$ cat config.mk
export PLATFORM = sky130hd
export DESIGN_NAME = mux_rr_stream_flat
export DESIGN_NICKNAME = d
export VERILOG_FILES = /design/src/rtl/mux_rr_stream_if.sv /design/src/rtl/mux_rr_stream.sv /design/src/flat_wrapper.sv
export SDC_FILE = /design/constraint.sdc
export NUM_CORES = 1
export LEC_CHECK = 0
export ABC_AREA = 0
export ABC_CLOCK_PERIOD_IN_PS = 5730
export CELL_PAD_IN_SITES_DETAIL_PLACEMENT = 0
export CELL_PAD_IN_SITES_GLOBAL_PLACEMENT = 1
export CORE_MARGIN = 2
export CORE_UTILIZATION = 29
export CTS_BUF_LIST = sky130_fd_sc_hd__clkbuf_4
export CTS_CLUSTER_DIAMETER = 40
export DETAILED_ROUTE_END_ITERATION = 12
export PLACE_DENSITY = 0.86
export SLEW_MARGIN = 20
export SYNTH_ARGS = -nofsm -noshare
export SYNTH_HDL_FRONTEND = slang
export SYNTH_SLANG_ARGS = --single-unit
$ cat constraint.sdc
create_clock -name clk -period 5.73 [get_ports clk]
set_clock_uncertainty 0.05 [all_clocks]
set_input_delay 1.146 -clock clk [delete_from_list [all_inputs] [get_ports clk]]
set_output_delay 1.146 -clock clk [all_outputs]
set_load 0.02 [all_outputs]
$ cat src/rtl/mux_rr_stream_if.sv
// Stream bundle between N producers, the multiplexer and a single consumer.
//   in_valid  : per-channel valid, bit i = channel i
//   in_data   : channel i data at [i*WIDTH +: WIDTH]
//   in_ready  : per-channel ready back to the producers
//   out_valid : registered output valid
//   out_data  : registered output data
//   out_ch    : channel id of the beat in out_data
//   out_ready : consumer ready
// The slave modport is the multiplexer's view; master is the producer/consumer side.
interface mux_rr_stream_if #(
   parameter int WIDTH = 16,
   parameter int NCH   = 4
);
   localparam int SELW = (NCH > 1) ? $clog2(NCH) : 1;

   logic [NCH-1:0]       in_valid;
   logic [NCH*WIDTH-1:0] in_data;
   logic [NCH-1:0]       in_ready;
   logic                 out_valid;
   logic [WIDTH-1:0]     out_data;
   logic [SELW-1:0]      out_ch;
   logic                 out_ready;

   modport slave (
      input  in_valid, in_data, out_ready,
      output in_ready, out_valid, out_data, out_ch
   );

   modport master (
      output in_valid, in_data, out_ready,
      input  in_ready, out_valid, out_data, out_ch
   );
endinterface

$ cat src/rtl/mux_rr_stream.sv
// N-channel WIDTH-bit registered stream multiplexer.
// Selects one producer per cycle either by an external select (fixed mode) or
// by round-robin arbitration, and passes the beat through a one-stage output
// register with valid/ready handshaking on both sides.
//   clk     : rising-edge clock
//   rst_n   : asynchronous active-low reset
//   rr_mode : 0 = fixed select via sel, 1 = round-robin
//   sel     : channel passed in fixed mode (values >= NCH grant nothing)
//   bus     : stream bundle (slave modport), see mux_rr_stream_if
module mux_rr_stream #(
   parameter int WIDTH = 16,
   parameter int NCH   = 4,
   localparam int SELW = (NCH > 1) ? $clog2(NCH) : 1
) (
   input  logic            clk,
   input  logic            rst_n,
   input  logic            rr_mode,
   input  logic [SELW-1:0] sel,
   mux_rr_stream_if.slave  bus
);
   localparam int unsigned     NCHU    = NCH;
   localparam logic [SELW-1:0] LAST_CH = SELW'(NCH - 1);

   logic             out_valid_q;
   logic [WIDTH-1:0] out_data_q;
   logic [SELW-1:0]  out_ch_q;
   logic [SELW-1:0]  ptr_q;

   logic             load;
   logic             gnt_vld;
   logic [SELW-1:0]  gnt;
   logic [WIDTH-1:0] gnt_data;

   // Output register can take a new beat when empty or being drained.
   assign load = !out_valid_q || bus.out_ready;

   // Round-robin scan starts at ptr and wraps modulo NCH, so non-power-of-two
   // channel counts never alias onto a missing channel.
   always_comb begin : grant_sel
      int unsigned idx;
      logic [SELW-1:0] cand;
      gnt_vld = 1'b0;
      gnt     = '0;
      idx     = 0;
      cand    = '0;
      if (rr_mode) begin
         for (int unsigned k = 0; k < NCHU; k++) begin
            idx = 32'(ptr_q) + k;
            if (idx >= NCHU) idx = idx - NCHU;
            cand = idx[SELW-1:0];
            if (!gnt_vld && bus.in_valid[cand]) begin
               gnt_vld = 1'b1;
               gnt     = cand;
            end
         end
      end else if (32'(sel) < NCHU && bus.in_valid[sel]) begin
         gnt_vld = 1'b1;
         gnt     = sel;
      end
   end

   always_comb begin : data_sel
      gnt_data = '0;
      for (int unsigned i = 0; i < NCHU; i++) begin
         if (gnt == SELW'(i)) gnt_data = bus.in_data[i*WIDTH +: WIDTH];
      end
   end

   always_comb begin : ready_gen
      bus.in_ready = '0;
      if (load && gnt_vld) bus.in_ready[gnt] = 1'b1;
   end

   always_ff @(posedge clk or negedge rst_n) begin
      if (!rst_n) begin
         out_valid_q <= 1'b0;
         out_data_q  <= '0;
         out_ch_q    <= '0;
         ptr_q       <= '0;
      end else if (load) begin
         if (gnt_vld) begin
            out_valid_q <= 1'b1;
            out_data_q  <= gnt_data;
            out_ch_q    <= gnt;
            if (rr_mode) ptr_q <= (gnt == LAST_CH) ? '0 : gnt + 1'b1;
         end else begin
            // Nothing granted: drop valid but keep the last data/channel.
            out_valid_q <= 1'b0;
         end
      end
   end

   assign bus.out_valid = out_valid_q;
   assign bus.out_data  = out_data_q;
   assign bus.out_ch    = out_ch_q;
endmodule
$ cat src/flat_wrapper.sv
// flat-port wrapper written by rule: the top's interface ports become plain ports
module mux_rr_stream_flat 
#(
   parameter int WIDTH = 16,
   parameter int NCH   = 4,
   localparam int SELW = (NCH > 1) ? $clog2(NCH) : 1
)
  (clk, rst_n, rr_mode, sel, bus_in_valid, bus_in_data, bus_out_ready, bus_in_ready, bus_out_valid, bus_out_data, bus_out_ch);
  mux_rr_stream_if #(.WIDTH(WIDTH), .NCH(NCH)) bus_i ();
  input  logic clk;
  input  logic rst_n;
  input  logic rr_mode;
  input  logic [SELW-1:0] sel;
  input wire logic [$bits(bus_i.in_valid)-1:0] bus_in_valid;
  input wire logic [$bits(bus_i.in_data)-1:0] bus_in_data;
  input wire logic [$bits(bus_i.out_ready)-1:0] bus_out_ready;
  output wire logic [$bits(bus_i.in_ready)-1:0] bus_in_ready;
  output wire logic [$bits(bus_i.out_valid)-1:0] bus_out_valid;
  output wire logic [$bits(bus_i.out_data)-1:0] bus_out_data;
  output wire logic [$bits(bus_i.out_ch)-1:0] bus_out_ch;
  assign bus_i.in_valid = bus_in_valid;
  assign bus_i.in_data = bus_in_data;
  assign bus_i.out_ready = bus_out_ready;
  assign bus_in_ready = bus_i.in_ready;
  assign bus_out_valid = bus_i.out_valid;
  assign bus_out_data = bus_i.out_data;
  assign bus_out_ch = bus_i.out_ch;
  mux_rr_stream #(.WIDTH(WIDTH), .NCH(NCH)) u_core (.clk(clk), .rst_n(rst_n), .rr_mode(rr_mode), .sel(sel), .bus(bus_i));
endmodule
# == Yosys cells after proc, flatten, opt, wreduce, memory -nomap -nowiden ==
# Cells that the tools add are included.
# word_totals
ff_bits,21
inputBits,74
out_inout_bits,23
# op_classes
add_sub_neg,8
n_lt_le_gt_ge,11
n_eq_ne,3
muxes,42
n_reduce_logical,13
# ops
op,count
$mux 16,4
$mux 2,15
$lt 2x3->1 const B,6
$mux 1,16
$bmux 1 s2,5
$ge 3x3->1 const B,3
$sub 2x1->2 const B,4
$add 2x2->3 const B,2
$logic_and 1x1->1,5
$eq 2x2->1 const B,2
$logic_not 1->1,4
$mux 4,1
$add 2x1->3 const B,1
$ge 2x3->1 const B,1
$reduce_and 3->1,1
$add 2x1->2 const B,1
$demux 1 s2,1
$eq 2x1->1 const B,1
$ge 2x1->1 const B,1
$logic_not 2->1,1
$reduce_and 2->1,1
$logic_or 1x1->1,1

# == Depth between registers and ports, before layout ==
# Gate-level depths: netlist of run 1.
# logic_depth
depth_word,24
ltp_mapped,11
depth_no_buf,9

# == Least setup slack after synthesis of run 1 ==
# Ideal clock, no wire load.
# synth_timing
path_kind,input -> output
start,input port bus_in_valid[0]
end,output port bus_in_ready[1]
arrival_ns,2.927
t_required_ns,4.534
path_slack_ns,1.607
path_stages,9
cell_sequence,and2b_1 > o311ai_0 > a221o_1 > nor2b_1 > ha_1 > buf_2 > clkbuf_1 > inv_1 > nor2_1
# synth_between
elab_chain_cells,21
elab_cells_between_ends,38
cone_classes,order compare: 2; mux: 28; reduce/logical: 8
# synth_rtl
element,line,rtl
"start, declared",flat_wrapper.sv:14,input wire logic [$bits(bus_i.in_valid)-1:0] bus_in_valid;
$bmux 1 s2,mux_rr_stream.sv:51,if (!gnt_vld && bus.in_valid[cand]) begin
$mux 1 (not written as such),mux_rr_stream.sv:51,
$mux 1,mux_rr_stream.sv:51,
$mux 1,mux_rr_stream.sv:46,if (rr_mode) begin
$logic_not 1->1,mux_rr_stream.sv:51,
$logic_and 1x1->1,mux_rr_stream.sv:51,
$mux 1,mux_rr_stream.sv:51,
$mux 1,mux_rr_stream.sv:46,
(+5 left out),-,
$logic_and 1x1->1,mux_rr_stream.sv:51,
$mux 2,mux_rr_stream.sv:51,
$mux 2,mux_rr_stream.sv:46,
$lt 2x3->1 (not written as such) or $ge 2x1->1 (tied branches),mux_rr_stream.sv:71,if (load && gnt_vld) bus.in_ready[gnt] = 1'b1;
$logic_and 1x1->1 (not written as such),mux_rr_stream.sv:71,
$mux 1 (not written as such),mux_rr_stream.sv:71,
$demux 1 s2,-,
$mux 4 (*),mux_rr_stream.sv:71,
"end, declared",flat_wrapper.sv:17,output wire logic [$bits(bus_i.in_ready)-1:0] bus_in_ready;
# Mark *: on every way between the ends. The rest lies on a longest branch, timed or not. The select of a mux whose other input is x is not followed.

# == Final worst setup path of run 1 ==
# layout_timing
start,input port bus_in_valid[0]
end,output port bus_in_ready[0]
# Same word-level chain as after synthesis.

==> flow_summary.html, run 1 <==
<table>
<tr><th>Metric</th><th>Value</th></tr>
<tr><th colspan="2">Synthesis</th></tr>
<tr><td>Synth warnings</td><td>0</td></tr>
<tr><td>Count leader, synth</td><td>sky130_fd_sc_hd__nor2_1</td></tr>
<tr><td>Post-synthesis instance area</td><td>1590 µm²</td></tr>
<tr><td>Count of flip-flops with a built-in enable after synthesis</td><td>0</td></tr>
<tr><td>Yosys top cell by area</td><td>sky130_fd_sc_hd__dfrtp_1</td></tr>
<tr><td>Part of the Yosys area used for sequential elements</td><td>33.0%</td></tr>
<tr><td>Async S/R FF share, synth</td><td>100%</td></tr>
<tr><td>Register bit total from synthesis</td><td>21</td></tr>
<tr><td>Number of instances in the synthesized netlist</td><td>163</td></tr>
<tr><td>Number of unique standard cell types used by synthesis</td><td>37</td></tr>
<tr><td>Post-synth net total</td><td>241</td></tr>
<tr><td>Largest cells by area after synthesis</td><td>sky130_fd_sc_hd__dfrtp_1, sky130_fd_sc_hd__mux2_4, sky130_fd_sc_hd__a221oi_1</td></tr>
<tr><td>Most frequent cells after synthesis</td><td>sky130_fd_sc_hd__nor2_1, sky130_fd_sc_hd__dfrtp_1, sky130_fd_sc_hd__nand2_1</td></tr>
<tr><td>Synth Area per Inst</td><td>9.76 µm²</td></tr>
<tr><td>Area share of the leading cell type in the synthesized netlist</td><td>33.0%</td></tr>
<tr><td>Leading register cell type out of synthesis</td><td>sky130_fd_sc_hd__dfrtp_1</td></tr>
<tr><th colspan="2">Clocking</th></tr>
<tr><td># Post-CTS Setup Buffers</td><td>0</td></tr>
<tr><td>H-tree lvl count</td><td>1</td></tr>
<tr><td>Sink Count</td><td>21</td></tr>
<tr><td>Number of buffers on the longest clock path</td><td>2</td></tr>
<tr><td>Clock latency of the later-clocked register in the worst-skew pair</td><td>0.30 ns</td></tr>
<tr><td>Post-CTS Hold Buffers</td><td>0</td></tr>
<tr><td>Register clock-pin slew on the reported worst setup and hold paths</td><td>0.11 ns</td></tr>
<tr><td># resized after CTS</td><td>0</td></tr>
<tr><td>TritonCTS Buffers</td><td>3</td></tr>
<tr><td>Clock tree from TritonCTS</td><td>done</td></tr>
<tr><td>Clock tree root buffer cell</td><td>sky130_fd_sc_hd__clkbuf_4</td></tr>
<tr><th colspan="2">Place</th></tr>
<tr><td>Number of buffer cells added on primary ports</td><td>96</td></tr>
<tr><td>Post-place instance area</td><td>2620 µm²</td></tr>
<tr><td>Final GP Congestion</td><td>0.779</td></tr>
<tr><td>Detailed placer's ending HPWL</td><td>3850 µm</td></tr>
<tr><td>Worst setup timing slack at the placement stage</td><td>0.803 ns</td></tr>
<tr><th colspan="2">Die</th></tr>
<tr><td>Initial Utilization</td><td>30.6%</td></tr>
<tr><td>Overall die area</td><td>6090 µm²</td></tr>
<tr><td>Die Span Y</td><td>78.1 µm</td></tr>
<tr><td>Count of boundary I/O pins</td><td>97</td></tr>
<tr><td>Site row count</td><td>26</td></tr>
<tr><td>Std-Cell Core Area</td><td>5200 µm²</td></tr>
<tr><td>Width of the die</td><td>78.1 µm</td></tr>
<tr><th colspan="2">STA</th></tr>
<tr><td>Tightest slew margin relative to the limit</td><td>55.8%</td></tr>
<tr><td>Worst Max-Slew Pin Slew</td><td>0.660 ns</td></tr>
<tr><td>Unrepaired setup endpoints after global routing</td><td>no</td></tr>
<tr><td>Max-slew violations</td><td>0</td></tr>
<tr><td>Fmax</td><td>203 MHz</td></tr>
<tr><td>Worst-case hold slack</td><td>0.455 ns</td></tr>
<tr><td>Minimum clock period</td><td>4.94 ns</td></tr>
<tr><td>Count of final setup violators</td><td>0</td></tr>
<tr><td>Fin worst setup slack</td><td>0.792 ns</td></tr>
<tr><td>Post-route clock period utilization</td><td>86.2%</td></tr>
<tr><td>Final Hold Vio Count</td><td>0</td></tr>
<tr><td>Final TNS setup</td><td>0 ns</td></tr>
<tr><th colspan="2">Pwr</th></tr>
<tr><td>Power Dens Cells</td><td>331 nW/µm²</td></tr>
<tr><td>Lkg Pwr</td><td>1.07 nW</td></tr>
<tr><td>Maximum resistive drop on vdd</td><td>0.000193 V</td></tr>
<tr><th colspan="2">Min path</th></tr>
<tr><td>Worst Hold Launch</td><td>u_core.bus.out_data[13]</td></tr>
<tr><td>Path category of the worst min-delay check</td><td>reg -&gt; reg</td></tr>
<tr><td>Endpoint with the worst hold slack</td><td>u_core.bus.out_data[13]</td></tr>
<tr><td>WHS Path Cells</td><td>1</td></tr>
<tr><th colspan="2">Route</th></tr>
<tr><td>Remaining DRCs</td><td>0</td></tr>
<tr><td>Average wire per standard cell</td><td>15.5 µm</td></tr>
<tr><td>Number of DRC markers in iteration 0</td><td>73</td></tr>
<tr><td>Number of nets with antenna violations after detailed routing</td><td>0</td></tr>
<tr><td>Per-cell via count in the routed design</td><td>5.06</td></tr>
<tr><td>DRT Wirelength</td><td>5080 µm</td></tr>
<tr><td>DR pass1 iterations</td><td>4</td></tr>
<tr><td>Vias after detailed routing</td><td>1,653</td></tr>
<tr><th colspan="2">Cells and area</th></tr>
<tr><td>Share of final-layout standard cells stronger than drive strength 1</td><td>12.8%</td></tr>
<tr><td>Filler Cells Inserted</td><td>496</td></tr>
<tr><td>Area Growth Syn to Fin</td><td>66.2%</td></tr>
<tr><td>Area taken by multi-input logic gates</td><td>981 µm²</td></tr>
<tr><td>Antenna Diode Count</td><td>0</td></tr>
<tr><td>Sequential cell area</td><td>526 µm²</td></tr>
<tr><td>Final design area excluding fillers</td><td>2640 µm²</td></tr>
<tr><td>Number of nets at the end of the flow</td><td>336</td></tr>
<tr><th colspan="2">Critical path</th></tr>
<tr><td>Reg-to-reg startpoint</td><td>u_core.ptr_q[1]</td></tr>
<tr><td>Type of the setup path with the least slack</td><td>in -&gt; out</td></tr>
<tr><td>Kind of end point of the critical path</td><td>primary output</td></tr>
<tr><td>Required time reported for the critical path endpoint</td><td>4.53 ns</td></tr>
<tr><td>Type of element launching the critical path</td><td>input port</td></tr>
<tr><td>Maximum fanout along the worst path</td><td>7</td></tr>
<tr><td>Reg2reg end</td><td>u_core.bus.out_data[8]</td></tr>
<tr><td>Crit path arrival time</td><td>3.74 ns</td></tr>
<tr><td>Flop-to-flop setup slack</td><td>2.53 ns</td></tr>
<tr><td>Path depth of the worst reg2reg path</td><td>10</td></tr>
<tr><th colspan="2">GRT</th></tr>
<tr><td>GRT Residual Overflow</td><td>0</td></tr>
<tr><td>Via count of the first global-routing pass</td><td>1,625</td></tr>
<tr><td>Global-route wire length before repair</td><td>8310 µm</td></tr>
<tr><td>Antenna violations before repair</td><td>0</td></tr>
<tr><td>GR Util All Layers</td><td>16.9%</td></tr>
<tr><td>Pin count of the biggest net entering global routing</td><td>32</td></tr>
<tr><th colspan="2">Outcome</th></tr>
<tr><td>Run status</td><td>complete, no violations</td></tr>
<tr><th colspan="2">Job</th></tr>
<tr><td>Max Cap Violations</td><td>0</td></tr>
</table>
==> how the worst max path moves through the flow <==
stage	start	end	slack, ns	depth (start not counted)
2_1_floorplan	bus_in_valid[0]	bus_in_ready[1]	1.61	9
3_3_place_gp	bus_in_valid[0]	bus_in_ready[0]	0.86	9
3_5_place_dp	bus_in_valid[0]	bus_in_ready[0]	0.80	9
4_1_cts	bus_in_valid[0]	bus_in_ready[0]	0.79	9
5_1_grt	bus_in_valid[0]	bus_in_ready[0]	0.58	9
6_report	bus_in_valid[0]	bus_in_ready[0]	0.79	9
==> layout by cell type, fill, tap and decap left out, types with 5 or more instances in the layout <==
cell type	instances
sky130_fd_sc_hd__clkdlybuf4s50_1	95
sky130_fd_sc_hd__nor2_1	22
sky130_fd_sc_hd__dfrtp_1	21
sky130_fd_sc_hd__nand2_1	17
sky130_fd_sc_hd__a221oi_1	15
sky130_fd_sc_hd__o31ai_1	15
sky130_fd_sc_hd__mux2_4	10
sky130_fd_sc_hd__inv_1	6
sky130_fd_sc_hd__mux2_2	6
sky130_fd_sc_hd__mux2_1	5
sky130_fd_sc_hd__buf_4	5
==> sequential cells by signal, summed over array words and instances (netlist names) <==
signal                flops
u_core.bus.out_ch         2
u_core.bus.out_data      16
u_core.ptr_q              2
u_core.bus.out_valid      1
==> metal layers <==
layer	global-route usage [%]	part of all wire [%]
met1	23.9	46
met2	26.3	46
met3	4.48	7.6
met4	3.16	1.0
met5	0	0
==> cells by family (layout without fill, tap and decap cells) <==
family | Yosys count | count (layout) | share of synthesized area, %
and+or+nand+nor | 52 | 52 | 14.8
AOI/OAI and AO/OA | 45 | 45 | 25.1
muxes | 23 | 23 | 18.5
DFF | 21 | 21 | 33.0
buffers and inverters | 18 | 112 | 5.43
adders and majority gates | 4 | 4 | 3.15
==> report_power, final <==
part	total, W	switching [W]	internal, W	leakage [nW]
clock network	0.0000767	0.0000448	0.0000318	0.0184
logic	0.000544	0.000248	0.000296	0.794
registers	0.000254	0.0000419	0.000213	0.254
total	0.000875	0.000334	0.000540	1.07
==> per-stage QoR <==
step	util (%)	instances	power (W)
floorplan	-	163	0.000565
finish	50.8	327	0.000875
global route	50.8	327	0.000939
detailed placement	50.3	323	0.000803
CTS	50.8	327	0.000885
global placement	50.3	323	0.000797
==> cell type report <==
cell class	count	share of cell area, %
tap	70	3.31
timing repair buffer	101	37.6
inverter	7	0.994
sequential	21	19.9
clock buffer	4	1.14
multi-input combinational	124	37.1
==> critical path, cell delays in order <==
cell and delay (ns):
sky130_fd_sc_hd__clkdlybuf4s50_1 0.62, sky130_fd_sc_hd__and2b_1 0.23, sky130_fd_sc_hd__o311ai_0 0.28, sky130_fd_sc_hd__a221o_1 0.27, sky130_fd_sc_hd__nor2b_1 0.20, sky130_fd_sc_hd__ha_1 0.23
sky130_fd_sc_hd__inv_1 0.05, sky130_fd_sc_hd__nor2_1 0.10, sky130_fd_sc_hd__clkdlybuf4s50_1 0.61
Power figures use the tool's default switching activity.
==> run 2, diff against run 1 <==
- SKIP_CTS_REPAIR_TIMING: unset -> 1
==> results of run 2 <==
No change in the layout: final DEF, timing and power equal those of run 1.
==> run 3, diff against run 2 <==
- CAP_MARGIN: unset -> 20
- MAX_ROUTING_LAYER: unset -> met4
==> run 3 against run 2 <==
  * Final cell count stayed put
  * Utilization unchanged
  * Sequential power about the same
  * Clock power hardly changed
  * Die area did not move
  * Fmax barely moved
  * Combinational power about the same
  * Via count shrank 0.30%
  * Sequential share of layout area unchanged
  * Critical path depth did not move
  * Count of clock-buffer cells in the layout did not move
  * Total power down 0.18%
  * Largest power group unchanged
==> flow_summary.html, run 3 (synthesized netlist as in run 1, its figures left out) <==
<table>
<tr><th>Metric</th><th>Value</th></tr>
<tr><th colspan="2">Route</th></tr>
<tr><td>Number of DRC markers in iteration 0</td><td>62 (-15%)</td></tr>
<tr><td>Vias after detailed routing</td><td>1,648 (-0.30%)</td></tr>
<tr><td>Average wire per standard cell</td><td>15.4 µm (-0.81%)</td></tr>
<tr><td>Per-cell via count in the routed design</td><td>5.04 (-0.30%)</td></tr>
<tr><td>Remaining DRCs</td><td>0 (unchanged)</td></tr>
<tr><td>Number of nets with antenna violations after detailed routing</td><td>0 (unchanged)</td></tr>
<tr><td>DR pass1 iterations</td><td>4 (unchanged)</td></tr>
<tr><td>DRT Wirelength</td><td>5040 µm (-0.81%)</td></tr>
<tr><th colspan="2">Critical path</th></tr>
<tr><td>Flop-to-flop setup slack</td><td>2.59 ns (+0.06 ns)</td></tr>
<tr><td>Number of buffers and inverters on the critical path</td><td>3 (unchanged)</td></tr>
<tr><td>Required time reported for the critical path endpoint</td><td>4.53 ns (about the same)</td></tr>
<tr><td>Cells traversed along the worst timing path</td><td>clkdlybuf4s50_1, and2b_1, o311ai_0, a221o_1, nor2b_1, ha_1, inv_1, nor2_1, clkdlybuf4s50_1</td></tr>
<tr><td>Slowest cell delay on critical path</td><td>0.62 ns (about the same)</td></tr>
<tr><td>Most prevalent standard cell on the critical path</td><td>sky130_fd_sc_hd__clkdlybuf4s50_1</td></tr>
<tr><td>Maximum fanout along the worst path</td><td>7 (unchanged)</td></tr>
<tr><td>Kind of end point of the critical path</td><td>primary output</td></tr>
<tr><td>Slowest CP cell</td><td>sky130_fd_sc_hd__clkdlybuf4s50_1</td></tr>
<tr><td>Type of element launching the critical path</td><td>input port</td></tr>
<tr><td>Type of the setup path with the least slack</td><td>in -&gt; out</td></tr>
<tr><td>Crit path arrival time</td><td>3.74 ns (about the same)</td></tr>
<tr><td>Delay-heaviest family, CP</td><td>buffers and inverters</td></tr>
<tr><th colspan="2">STA</th></tr>
<tr><td>Count of final setup violators</td><td>0 (unchanged)</td></tr>
<tr><td>Post-route clock period utilization</td><td>86.2% (about the same)</td></tr>
<tr><td>Final Hold Vio Count</td><td>0 (unchanged)</td></tr>
<tr><td>Worst Max-Slew Pin Slew</td><td>0.622 ns (-0.0380 ns)</td></tr>
<tr><td>Fmax</td><td>202 MHz (about the same)</td></tr>
<tr><td>Minimum clock period</td><td>4.94 ns (+0.000300 ns)</td></tr>
<tr><td>Max-slew violations</td><td>0 (unchanged)</td></tr>
<tr><td>Tightest slew margin relative to the limit</td><td>58.4% (+2.5 points)</td></tr>
<tr><td>Unrepaired setup endpoints after global routing</td><td>no</td></tr>
<tr><td>Final TNS setup</td><td>0 ns (unchanged)</td></tr>
<tr><th colspan="2">Cells and area</th></tr>
<tr><td>Area Growth Syn to Fin</td><td>66.2% (unchanged)</td></tr>
<tr><td>Most common library cell in the layout ignoring fill and taps</td><td>sky130_fd_sc_hd__clkdlybuf4s50_1</td></tr>
<tr><td>Number of nets at the end of the flow</td><td>336 (unchanged)</td></tr>
<tr><td>Antenna Diode Count</td><td>0 (unchanged)</td></tr>
<tr><td>Share of final-layout standard cells stronger than drive strength 1</td><td>12.8% (unchanged)</td></tr>
<tr><td>Final cell count without fillers</td><td>327 (unchanged)</td></tr>
<tr><td>Flip-flop count of the largest register, all copies and words added</td><td>16 (unchanged)</td></tr>
<tr><td>Leading cell types in the layout, fill and taps excluded</td><td>sky130_fd_sc_hd__clkdlybuf4s50_1, sky130_fd_sc_hd__nor2_1, sky130_fd_sc_hd__dfrtp_1, sky130_fd_sc_hd__nand2_1</td></tr>
<tr><th colspan="2">Die</th></tr>
<tr><td>Site row count</td><td>26 (unchanged)</td></tr>
<tr><td>Overall die area</td><td>6090 µm² (unchanged)</td></tr>
<tr><td>Initial Utilization</td><td>30.6% (unchanged)</td></tr>
<tr><td>Count of boundary I/O pins</td><td>97 (unchanged)</td></tr>
<tr><td>Width of the die</td><td>78.1 µm (unchanged)</td></tr>
<tr><td>Std-Cell Core Area</td><td>5200 µm² (unchanged)</td></tr>
<tr><td>Die Span Y</td><td>78.1 µm (unchanged)</td></tr>
<tr><th colspan="2">Clocking</th></tr>
<tr><td>TritonCTS Buffers</td><td>3 (unchanged)</td></tr>
<tr><td>Number of buffers on the longest clock path</td><td>2 (unchanged)</td></tr>
<tr><td>Sink Count</td><td>21 (unchanged)</td></tr>
<tr><td>Clock latency of the later-clocked register in the worst-skew pair</td><td>0.30 ns (about the same)</td></tr>
<tr><td>Clock tree from TritonCTS</td><td>done</td></tr>
<tr><td>Register clock-pin slew on the reported worst setup and hold paths</td><td>0.11 ns (about the same)</td></tr>
<tr><td>H-tree lvl count</td><td>1 (unchanged)</td></tr>
<tr><td>Clock tree root buffer cell</td><td>sky130_fd_sc_hd__clkbuf_4</td></tr>
<tr><th colspan="2">GRT</th></tr>
<tr><td>Antenna violations before repair</td><td>0 (unchanged)</td></tr>
<tr><td>Via count of the first global-routing pass</td><td>1,625 (unchanged)</td></tr>
<tr><td>Pin count of the biggest net entering global routing</td><td>32 (unchanged)</td></tr>
<tr><td>Global-route wire length before repair</td><td>8310 µm (unchanged)</td></tr>
<tr><td>GR Util All Layers</td><td>17.4% (+0.44 points)</td></tr>
<tr><td>GRT Residual Overflow</td><td>0 (unchanged)</td></tr>
<tr><th colspan="2">Place</th></tr>
<tr><td>Number of buffer cells added on primary ports</td><td>96 (unchanged)</td></tr>
<tr><td>Detailed placer's ending HPWL</td><td>3850 µm (unchanged)</td></tr>
<tr><td>Final GP Congestion</td><td>0.789 (+1.4%)</td></tr>
<tr><td>Placed Instances</td><td>323 (unchanged)</td></tr>
<tr><th colspan="2">Pwr</th></tr>
<tr><td>Maximum resistive drop on vdd</td><td>0.000192 V (-0.30%)</td></tr>
<tr><td>Internal Dissipation</td><td>0.000540 W (about the same)</td></tr>
<tr><td>Power Dens Cells</td><td>330 nW/µm² (-0.18%)</td></tr>
<tr><td>Flop pwr share</td><td>29.1% (about the same)</td></tr>
<tr><td>Switch share</td><td>38.1% (-0.12 points)</td></tr>
<tr><td>Portion of total power attributed to the clock network</td><td>8.8% (about the same)</td></tr>
<tr><td>Part of the total power dissipated in combinational logic</td><td>62.1% (about the same)</td></tr>
<tr><td>Net switching power</td><td>0.000333 W (-0.49%)</td></tr>
<tr><td>Lkg Pwr</td><td>1.07 nW (unchanged)</td></tr>
<tr><th colspan="2">Min path</th></tr>
<tr><td>Path category of the worst min-delay check</td><td>reg -&gt; reg</td></tr>
<tr><th colspan="2">Outcome</th></tr>
<tr><td>Run status</td><td>complete, no violations</td></tr>
<tr><th colspan="2">Job</th></tr>
<tr><td>Max Cap Violations</td><td>0 (unchanged)</td></tr>
</table>
-- run 3: cell counts in the layout (fill, tap and decap cells not counted) --
Identical to the previous run, type by type.
-- run 3: worst paths after layout --
kind,startpoint,endpoint,depth (start not counted)
max reg2reg,u_core.ptr_q[1],u_core.bus.out_data[8],10
min,u_core.bus.out_data[13],u_core.bus.out_data[13],1
min in group asynchronous,rst_n,u_core.bus.out_data[7],1
max,bus_in_valid[0],bus_in_ready[0],9
max in group asynchronous,rst_n,u_core.bus.out_ch[1],1
min reg2reg,u_core.bus.out_data[13],u_core.bus.out_data[13],1
-- run 3: stage by stage --
| step | total power [W] | cell area (µm²) | hold slack [ns] | utilization [%] | worst slack [ns] |
|---|---|---|---|---|---|
| 4_1_cts | 0.000885 | 2650 | 0.467 | 50.8 | 0.787 |
| 3_5_place_dp | 0.000803 | 2620 | 0.430 | 50.3 | 0.803 |
| 6_report | 0.000873 | 2640 | 0.456 | 50.8 | 0.792 |
| 5_1_grt | 0.000939 | 2640 | 0.489 | 50.8 | 0.584 |
| 3_3_place_gp | 0.000797 | 2620 | 0.426 | 50.3 | 0.863 |
| 2_1_floorplan | 0.000565 | 1590 | 0.500 | - | 1.61 |
-- run 3: metal layers --
layer  share of wire [%]  track usage, %
met3                 8.4            4.60
met5                   0               -
met4                0.95            3.16
met2                  45            26.4
met1                  45            23.7
-- run 3: cell type report --
class,instances,area (µm²)
Clock buffer,4,30.0
Fill cell,496,2560
Inverter,7,26.3
Multi-Input combinational cell,124,981
Sequential cell,21,526
Tap cell,70,87.6
Timing Repair Buffer,101,993
-- run 3: power groups by stage --
| stage | combinational, W | sequential (W) | clock [W] |
|---|---|---|---|
| 4_1_cts | 0.000549 | 0.000255 | 0.0000816 |
| 3_5_place_dp | 0.000546 | 0.000257 | 0 |
| 6_report | 0.000542 | 0.000254 | 0.0000769 |
| 2_1_floorplan | 0.000241 | 0.000325 | 0 |
| 3_3_place_gp | 0.000540 | 0.000256 | 0 |
| 5_1_grt | 0.000589 | 0.000263 | 0.0000864 |
